File: config.mk
export PLATFORM = sky130hd
export DESIGN_NAME = lsu_mem_ctrl
export DESIGN_NICKNAME = d
export VERILOG_FILES = /design/src/rtl/lsu_pkg.sv /design/src/rtl/lsu_mem_ctrl_align.sv /design/src/rtl/lsu_mem_ctrl.sv
export SDC_FILE = /design/constraint.sdc
export NUM_CORES = 1
export LEC_CHECK = 0
export CAP_MARGIN = 0
export CORE_MARGIN = 2
export CORE_UTILIZATION = 45
export CTS_CLUSTER_SIZE = 12
export DETAILED_ROUTE_END_ITERATION = 8
export GPL_ROUTABILITY_DRIVEN = 0
export PLACE_DENSITY = 0.76
export SLEW_MARGIN = 30
export SYNTH_ARGS = -nofsm -noshare
export SYNTH_HDL_FRONTEND = slang
export SYNTH_SLANG_ARGS = --single-unit
File: constraint.sdc
create_clock -name clk -period 2.4 [get_ports clk]
set_clock_uncertainty 0.15 [all_clocks]
set_input_delay 0.24 -clock clk [delete_from_list [all_inputs] [get_ports clk]]
set_output_delay 0.24 -clock clk [all_outputs]
set_load 0.1 [all_outputs]
File: src/rtl/lsu_pkg.sv
// Shared types and decode helpers for the load/store memory controller.
// Latency: n/a (types and pure functions only).
// Backpressure: n/a.
package lsu_pkg;

   localparam int XLEN = 32;

   // RV32I funct3 codes. Load and store codes overlap, so they need two enums.
   typedef enum logic [2:0] {
      LB  = 3'b000,
      LH  = 3'b001,
      LW  = 3'b010,
      LBU = 3'b100,
      LHU = 3'b101
   } load_f3_e;

   typedef enum logic [2:0] {
      SB = 3'b000,
      SH = 3'b001,
      SW = 3'b010
   } store_f3_e;

   typedef enum logic [1:0] {
      IDLE = 2'd0,
      RD   = 2'd1,
      WR   = 2'd2,
      RSP  = 2'd3
   } state_t;

   // True when funct3 names a supported access of the given direction.
   function automatic logic is_legal(input logic wr, input logic [2:0] funct3);
      logic ok;
      ok = 1'b0;
      if (wr) begin
         case (funct3)
            SB, SH, SW: ok = 1'b1;
            default:    ok = 1'b0;
         endcase
      end else begin
         case (funct3)
            LB, LH, LW, LBU, LHU: ok = 1'b1;
            default:              ok = 1'b0;
         endcase
      end
      return ok;
   endfunction

   // Size is encoded in funct3[1:0] for both loads and stores.
   function automatic logic is_misaligned(input logic [2:0] funct3, input logic [1:0] addr_lo);
      logic mis;
      mis = 1'b0;
      case (funct3[1:0])
         2'b01:   mis = addr_lo[0];
         2'b10:   mis = |addr_lo;
         default: mis = 1'b0;
      endcase
      return mis;
   endfunction

endpackage

File: src/rtl/lsu_mem_ctrl_align.sv
// Data path helper: load extract/extend and sub-word store merge.
// Latency: combinational, zero cycles.
// Backpressure: none, pure function of its inputs.
//
// Ports: rdata/funct3 -> load_data (sign/zero extended from byte 0 / bytes 1:0);
//        old_word/wdata/funct3 -> store_data (store bytes merged into old_word).
module lsu_align
   import lsu_pkg::*;
(
   input  logic [XLEN-1:0] rdata,
   input  logic [XLEN-1:0] old_word,
   input  logic [XLEN-1:0] wdata,
   input  logic [2:0]      funct3,
   output logic [XLEN-1:0] load_data,
   output logic [XLEN-1:0] store_data
);

   always_comb begin
      load_data = rdata;
      case (funct3)
         LB:      load_data = {{24{rdata[7]}}, rdata[7:0]};
         LBU:     load_data = {24'd0, rdata[7:0]};
         LH:      load_data = {{16{rdata[15]}}, rdata[15:0]};
         LHU:     load_data = {16'd0, rdata[15:0]};
         default: load_data = rdata;
      endcase
   end

   // The memory always writes a whole word, so sub-word stores keep the
   // upper bytes of the word that was just read back.
   always_comb begin
      store_data = wdata;
      case (funct3)
         SB:      store_data = {old_word[31:8], wdata[7:0]};
         SH:      store_data = {old_word[31:16], wdata[15:0]};
         default: store_data = wdata;
      endcase
   end

endmodule

File: src/rtl/lsu_mem_ctrl.sv
// Load/store initiator for a byte-addressed word-wide memory (sub-word stores use read-modify-write).
// Latency from accept cycle N: load/SW response in N+2, SB/SH in N+3, error in N+1.
// Backpressure: one request in flight, req_ready low outside IDLE; no response backpressure.
//
// Ports: clk/reset (sync, active high); req_* request handshake and fields;
//        rsp_valid/rsp_rdata/rsp_err one-cycle response; mem_* drive the memory,
//        mem_rdata is the memory's combinational read data. All outputs are flops.
module lsu_mem_ctrl
   import lsu_pkg::*;
#(
   parameter int unsigned MEMSIZE     = 'h400,
   parameter int unsigned DWIDTH      = 32,
   parameter bit          ALIGN_CHECK = 1'b1,
   localparam int unsigned WIDTH      = $clog2(MEMSIZE)
) (
   input  logic              clk,
   input  logic              reset,
   input  logic              req_valid,
   output logic              req_ready,
   input  logic              req_wr,
   input  logic [2:0]        req_funct3,
   input  logic [WIDTH-1:0]  req_addr,
   input  logic [DWIDTH-1:0] req_wdata,
   output logic              rsp_valid,
   output logic [DWIDTH-1:0] rsp_rdata,
   output logic              rsp_err,
   output logic              mem_en,
   output logic              mem_wen,
   output logic [WIDTH-1:0]  mem_addr,
   output logic [DWIDTH-1:0] mem_wdata,
   input  logic [DWIDTH-1:0] mem_rdata
);

   state_t            state_q, state_d;
   logic              wr_q, wr_d;
   logic [2:0]        f3_q, f3_d;
   logic [DWIDTH-1:0] wdata_q, wdata_d;

   logic              req_ready_q, req_ready_d;
   logic              rsp_valid_q, rsp_valid_d;
   logic [DWIDTH-1:0] rsp_rdata_q, rsp_rdata_d;
   logic              rsp_err_q, rsp_err_d;
   logic              mem_en_q, mem_en_d;
   logic              mem_wen_q, mem_wen_d;
   logic [WIDTH-1:0]  mem_addr_q, mem_addr_d;
   logic [DWIDTH-1:0] mem_wdata_q, mem_wdata_d;

   logic [DWIDTH-1:0] load_data;
   logic [DWIDTH-1:0] store_data;
   logic              req_bad;

   // mem_rdata is valid during RD; the merge result is registered straight
   // into mem_wdata so the WR cycle needs no extra capture register.
   lsu_align u_align (
      .rdata      (mem_rdata),
      .old_word   (mem_rdata),
      .wdata      (wdata_q),
      .funct3     (f3_q),
      .load_data  (load_data),
      .store_data (store_data)
   );

   always_comb begin
      state_d     = state_q;
      wr_d        = wr_q;
      f3_d        = f3_q;
      wdata_d     = wdata_q;
      rsp_rdata_d = rsp_rdata_q;
      rsp_err_d   = 1'b0;
      mem_addr_d  = mem_addr_q;
      mem_wdata_d = mem_wdata_q;
      req_bad     = 1'b0;

      case (state_q)
         IDLE: begin
            // req_ready_q rather than the state alone: ready stays low for the
            // first cycle after reset releases.
            if (req_valid && req_ready_q) begin
               wr_d    = req_wr;
               f3_d    = req_funct3;
               wdata_d = req_wdata;
               req_bad = !is_legal(req_wr, req_funct3) ||
                         (ALIGN_CHECK && is_misaligned(req_funct3, req_addr[1:0]));
               if (req_bad) begin
                  state_d     = RSP;
                  rsp_err_d   = 1'b1;
                  rsp_rdata_d = '0;
               end else begin
                  mem_addr_d = req_addr;
                  if (req_wr && (req_funct3 == SW)) begin
                     state_d     = WR;
                     mem_wdata_d = req_wdata;
                  end else begin
                     state_d = RD;
                  end
               end
            end
         end
         RD: begin
            if (wr_q) begin
               state_d     = WR;
               mem_wdata_d = store_data;
            end else begin
               state_d     = RSP;
               rsp_rdata_d = load_data;
            end
         end
         WR: begin
            state_d     = RSP;
            rsp_rdata_d = '0;
         end
         RSP: begin
            state_d = IDLE;
         end
         default: begin
            state_d = IDLE;
         end
      endcase

      // Outputs are registered, so they are decoded from the state being entered.
      req_ready_d = (state_d == IDLE);
      rsp_valid_d = (state_d == RSP);
      mem_en_d    = (state_d == RD) || (state_d == WR);
      mem_wen_d   = (state_d == WR);
   end

   always_ff @(posedge clk) begin
      if (reset) begin
         state_q     <= IDLE;
         wr_q        <= 1'b0;
         f3_q        <= 3'd0;
         wdata_q     <= '0;
         req_ready_q <= 1'b0;
         rsp_valid_q <= 1'b0;
         rsp_rdata_q <= '0;
         rsp_err_q   <= 1'b0;
         mem_en_q    <= 1'b0;
         mem_wen_q   <= 1'b0;
         mem_addr_q  <= '0;
         mem_wdata_q <= '0;
      end else begin
         state_q     <= state_d;
         wr_q        <= wr_d;
         f3_q        <= f3_d;
         wdata_q     <= wdata_d;
         req_ready_q <= req_ready_d;
         rsp_valid_q <= rsp_valid_d;
         rsp_rdata_q <= rsp_rdata_d;
         rsp_err_q   <= rsp_err_d;
         mem_en_q    <= mem_en_d;
         mem_wen_q   <= mem_wen_d;
         mem_addr_q  <= mem_addr_d;
         mem_wdata_q <= mem_wdata_d;
      end
   end

   assign req_ready = req_ready_q;
   assign rsp_valid = rsp_valid_q;
   assign rsp_rdata = rsp_rdata_q;
   assign rsp_err   = rsp_err_q;
   assign mem_en    = mem_en_q;
   assign mem_wen   = mem_wen_q;
   assign mem_addr  = mem_addr_q;
   assign mem_wdata = mem_wdata_q;

endmodule
==> impl_metrics.py <==
metrics = {
    "floorplanning": {
        "io_pins": 160,
        "chipHeight_um": 116,
        "initial_core_util_pct": 46.5,
        "die_area_um2": 13500,
        "rows": 40,
        "core_um2": 12200,
        "die_w_um": 116,
    },
    "synth": {
        "synth-async-reset-ratio_pct": 0,
        "ys_warn_count": 0,
        "synth_ff_type": "dfxtp_1",
        "yosys.cell_types.count": 44,
        "yosys_register_bits": 117,
        "synth_cells": 685,
        "synth_edf_count": 0,
        "ys_seq_area_share_pct": 41.4,
        "synth_area_um2": 5660,
        "syn_area_per_cell_um2": 8.26,
        "synthesis.nets": 773,
    },
    "routing": {
        "routed_via_density": 5.68,
        "route.detailed.drc": 0,
        "drtIter0Drc": 563,
        "num_vias": 5689,
        "dr.pass1.iters": 5,
        "avgRoutedWirePerCell_um": 16.8,
        "drt_wl_total_mm": 16.9,
        "ant_nets": 0,
    },
    "placed_design": {
        "dp_hpwl_mm": 11.9,
        "numPortBuffers": 159,
        "detailedPlace.worstSlack_ns": -0.247,
    },
    "setup_path": {
        "r2r_end": "mem_wdata[28]",
        "arrival_ns": 2.38,
        "critPathMaxStageDelay_ns": 0.52,
        "slowest_stage": "clkdlybuf4s50_1",
        "critPathCaptureType": "flop",
        "crit_type": "input pin to flop",
        "startpoint_type": "input pin",
        "ff2ff_setup_slack_ns": 0.26,
        "crit_path_max_fanout": 21,
        "crit_path_cell_trace": "clkdlybuf4s50_1, inv_1, ha_1, o211a_1, or2_4, nor3_4, or2_2, buf_12, o21ai_2",
        "r2r_cells": 7,
        "required_ns": 2.54,
        "r2r-start": "state_q[0]",
    },
    "min_path": {
        "hold_class": "input pin to flop",
        "hold-path-endpoint": "wdata_q[29]",
        "hp-start": "reset",
        "holdPathStages": 2,
    },
    "pwr": {
        "p_leak_nw": 3.06,
        "power_per_cell_area_nw_per_um2": 892,
        "peakVddDrop_mv": 0.462,
    },
    "clock_network": {
        "cts.sinks": 117,
        "path_clk_slew_ns": 0.05,
        "clock_path_buffers": 2,
        "htree_levels": 4,
        "clkLatencyLatePin_ns": 0.41,
        "cts_tree": "built",
        "postCtsResizedCells": 0,
        "cts_setup_buffers": 0,
        "ctsHoldBuffers": 0,
        "root_buffer": "clkbuf_16",
        "cts_buffers": 17,
    },
    "global_route": {
        "grt_pass1_wl_mm": 26.5,
        "track_usage_pct": 25.4,
        "overflow": 0,
        "grt_max_degree": 51,
        "grt_pass1_vias": 5398,
        "antenna_found_initial": 0,
    },
    "final_layout": {
        "diodes": 0,
        "utilization_pct": 64.2,
        "seqCellArea_um2": 2340,
        "multi_input_area_um2": 2970,
        "mostFrequentLayoutCells": "dfxtp_1 (116), buf_4 (101), nand2_1 (98)",
        "final_nets": 911,
        "fill_cells": 1014,
        "layout_commonest_cell": "dfxtp_1",
        "drive_above_1_share_pct": 21.3,
        "area_growth_pct": 38.0,
    },
    "timing": {
        "holdWs_ns": 0.113,
        "rsz0062_at_grt": "no",
        "period_needed_ns": 2.23,
        "hold_violations": 0,
        "max_slew_margin_pct": 67.0,
        "finalSetupViolations": 0,
        "max_freq_mhz": 448,
        "max_slew.worst_pin.slew_ns": 0.495,
        "worst_slack_ns": 0.169,
        "fin_crit_sh_pct": 92.9,
        "report.final.slew_viol_count": 0,
        "timing.setup.tns_ns": 0,
    },
    "run_status": {
        "status": "complete, no violations",
    },
    "run": {
        "drv_cap": 0,
    },
}
-- final cells by class --
| type | count | share of cell area (%) |
|---|---|---|
| Clock buffer | 26 | 6.65 |
| Tap cell | 168 | 2.69 |
| Timing Repair Buffer | 189 | 22.2 |
| Clock inverter | 4 | 0.256 |
| Multi-Input combinational cell | 493 | 38.0 |
| Sequential cell | 117 | 30.0 |
| Inverter | 5 | 0.240 |
-- power by group --
part	internal, W	switching, W	leakage (nW)	total (W)
clock	0.00146	0.000818	0.272	0.00228
combinational	0.000785	0.00166	1.84	0.00245
sequential	0.00213	0.000110	0.946	0.00224
total	0.00438	0.00259	3.06	0.00697
-- state kept, by name, summed over array words and instances (netlist names), 2 cells and up --
register,flops
f3_q,3
mem_addr,10
mem_wdata,32
rsp_rdata,32
state_q,2
wdata_q,32
-- stage by stage --
step / instance area [um2] / instances / total power, W
after floorplan: 5660 / 685 / 0.00397
after global placement: 7270 / 972 / 0.00465
after detailed placement: 7270 / 972 / 0.00471
after CTS: 7810 / 1002 / 0.00698
after global routing: 7810 / 1002 / 0.00728
final: 7810 / 1002 / 0.00697
-- Yosys cell counts (all sizes together), types with 2 or more instances --
cell / number / share of area, %
o211ai: 8 / 1.1
or2: 2 / 0.27
a311oi: 16 / 2.5
mux2i: 27 / 4.8
nand4b: 7 / 1.1
nand2: 100 / 6.7
dfxtp: 117 / 41
clkbuf: 47 / 3.1
a21oi: 69 / 6.2
and3: 2 / 0.22
inv: 5 / 0.33
o21ai: 73 / 8.0
o2111ai: 25 / 3.9
o22ai: 2 / 0.22
nor3: 11 / 1.2
ha: 7 / 1.5
nor2b: 5 / 0.55
buf: 23 / 2.9
nor2: 44 / 2.9
a211oi: 16 / 2.7
nand2b: 43 / 4.8
nand3: 26 / 2.3
-- routing by layer --
| layer | vias to the layer above | part of all wire [%] | GRT usage (%) |
|---|---|---|---|
| met5 | - | 0 | 0 |
| met4 | 0 | 2.5 | 10.4 |
| met3 | 42 | 8.5 | 8.87 |
| met2 | 238 | 47 | 41.6 |
| met1 | 2710 | 42 | 30.6 |
| li1 | 2699 | - | - |
-- critical path: cells and delay by family --
kind	cells	cell delay, ns
buffers and inverters	3	0.79
AND/OR/NAND/NOR	3	0.77
AO/OA/AOI/OAI	2	0.33
adder cells (fa/ha/maj)	1	0.23
-- how the worst max path moves through the flow --
stage | from | to | cells past startpoint
after floorplan | req_ready | mem_wdata[2] | 8
after global placement | req_funct3[0] | mem_wdata[21] | 9
after detailed placement | req_funct3[0] | mem_wdata[28] | 9
after CTS | req_funct3[0] | mem_wdata[19] | 9
after global routing | req_funct3[0] | mem_wdata[19] | 9
final | req_funct3[0] | mem_wdata[19] | 9
-- cell families (layout without fill, tap and decap cells) --
family,count (synthesis),after routing,share of synthesized area (%)
flip-flops,117,117,41.4
AO/OA/AOI/OAI,214,214,25.3
multiplexers,27,27,4.78
buffers and inverters,75,224,6.32
adder cells (fa/ha/maj),7,7,1.55
AND/OR/NAND/NOR,245,245,20.6
Power figures use the tool's default switching activity.
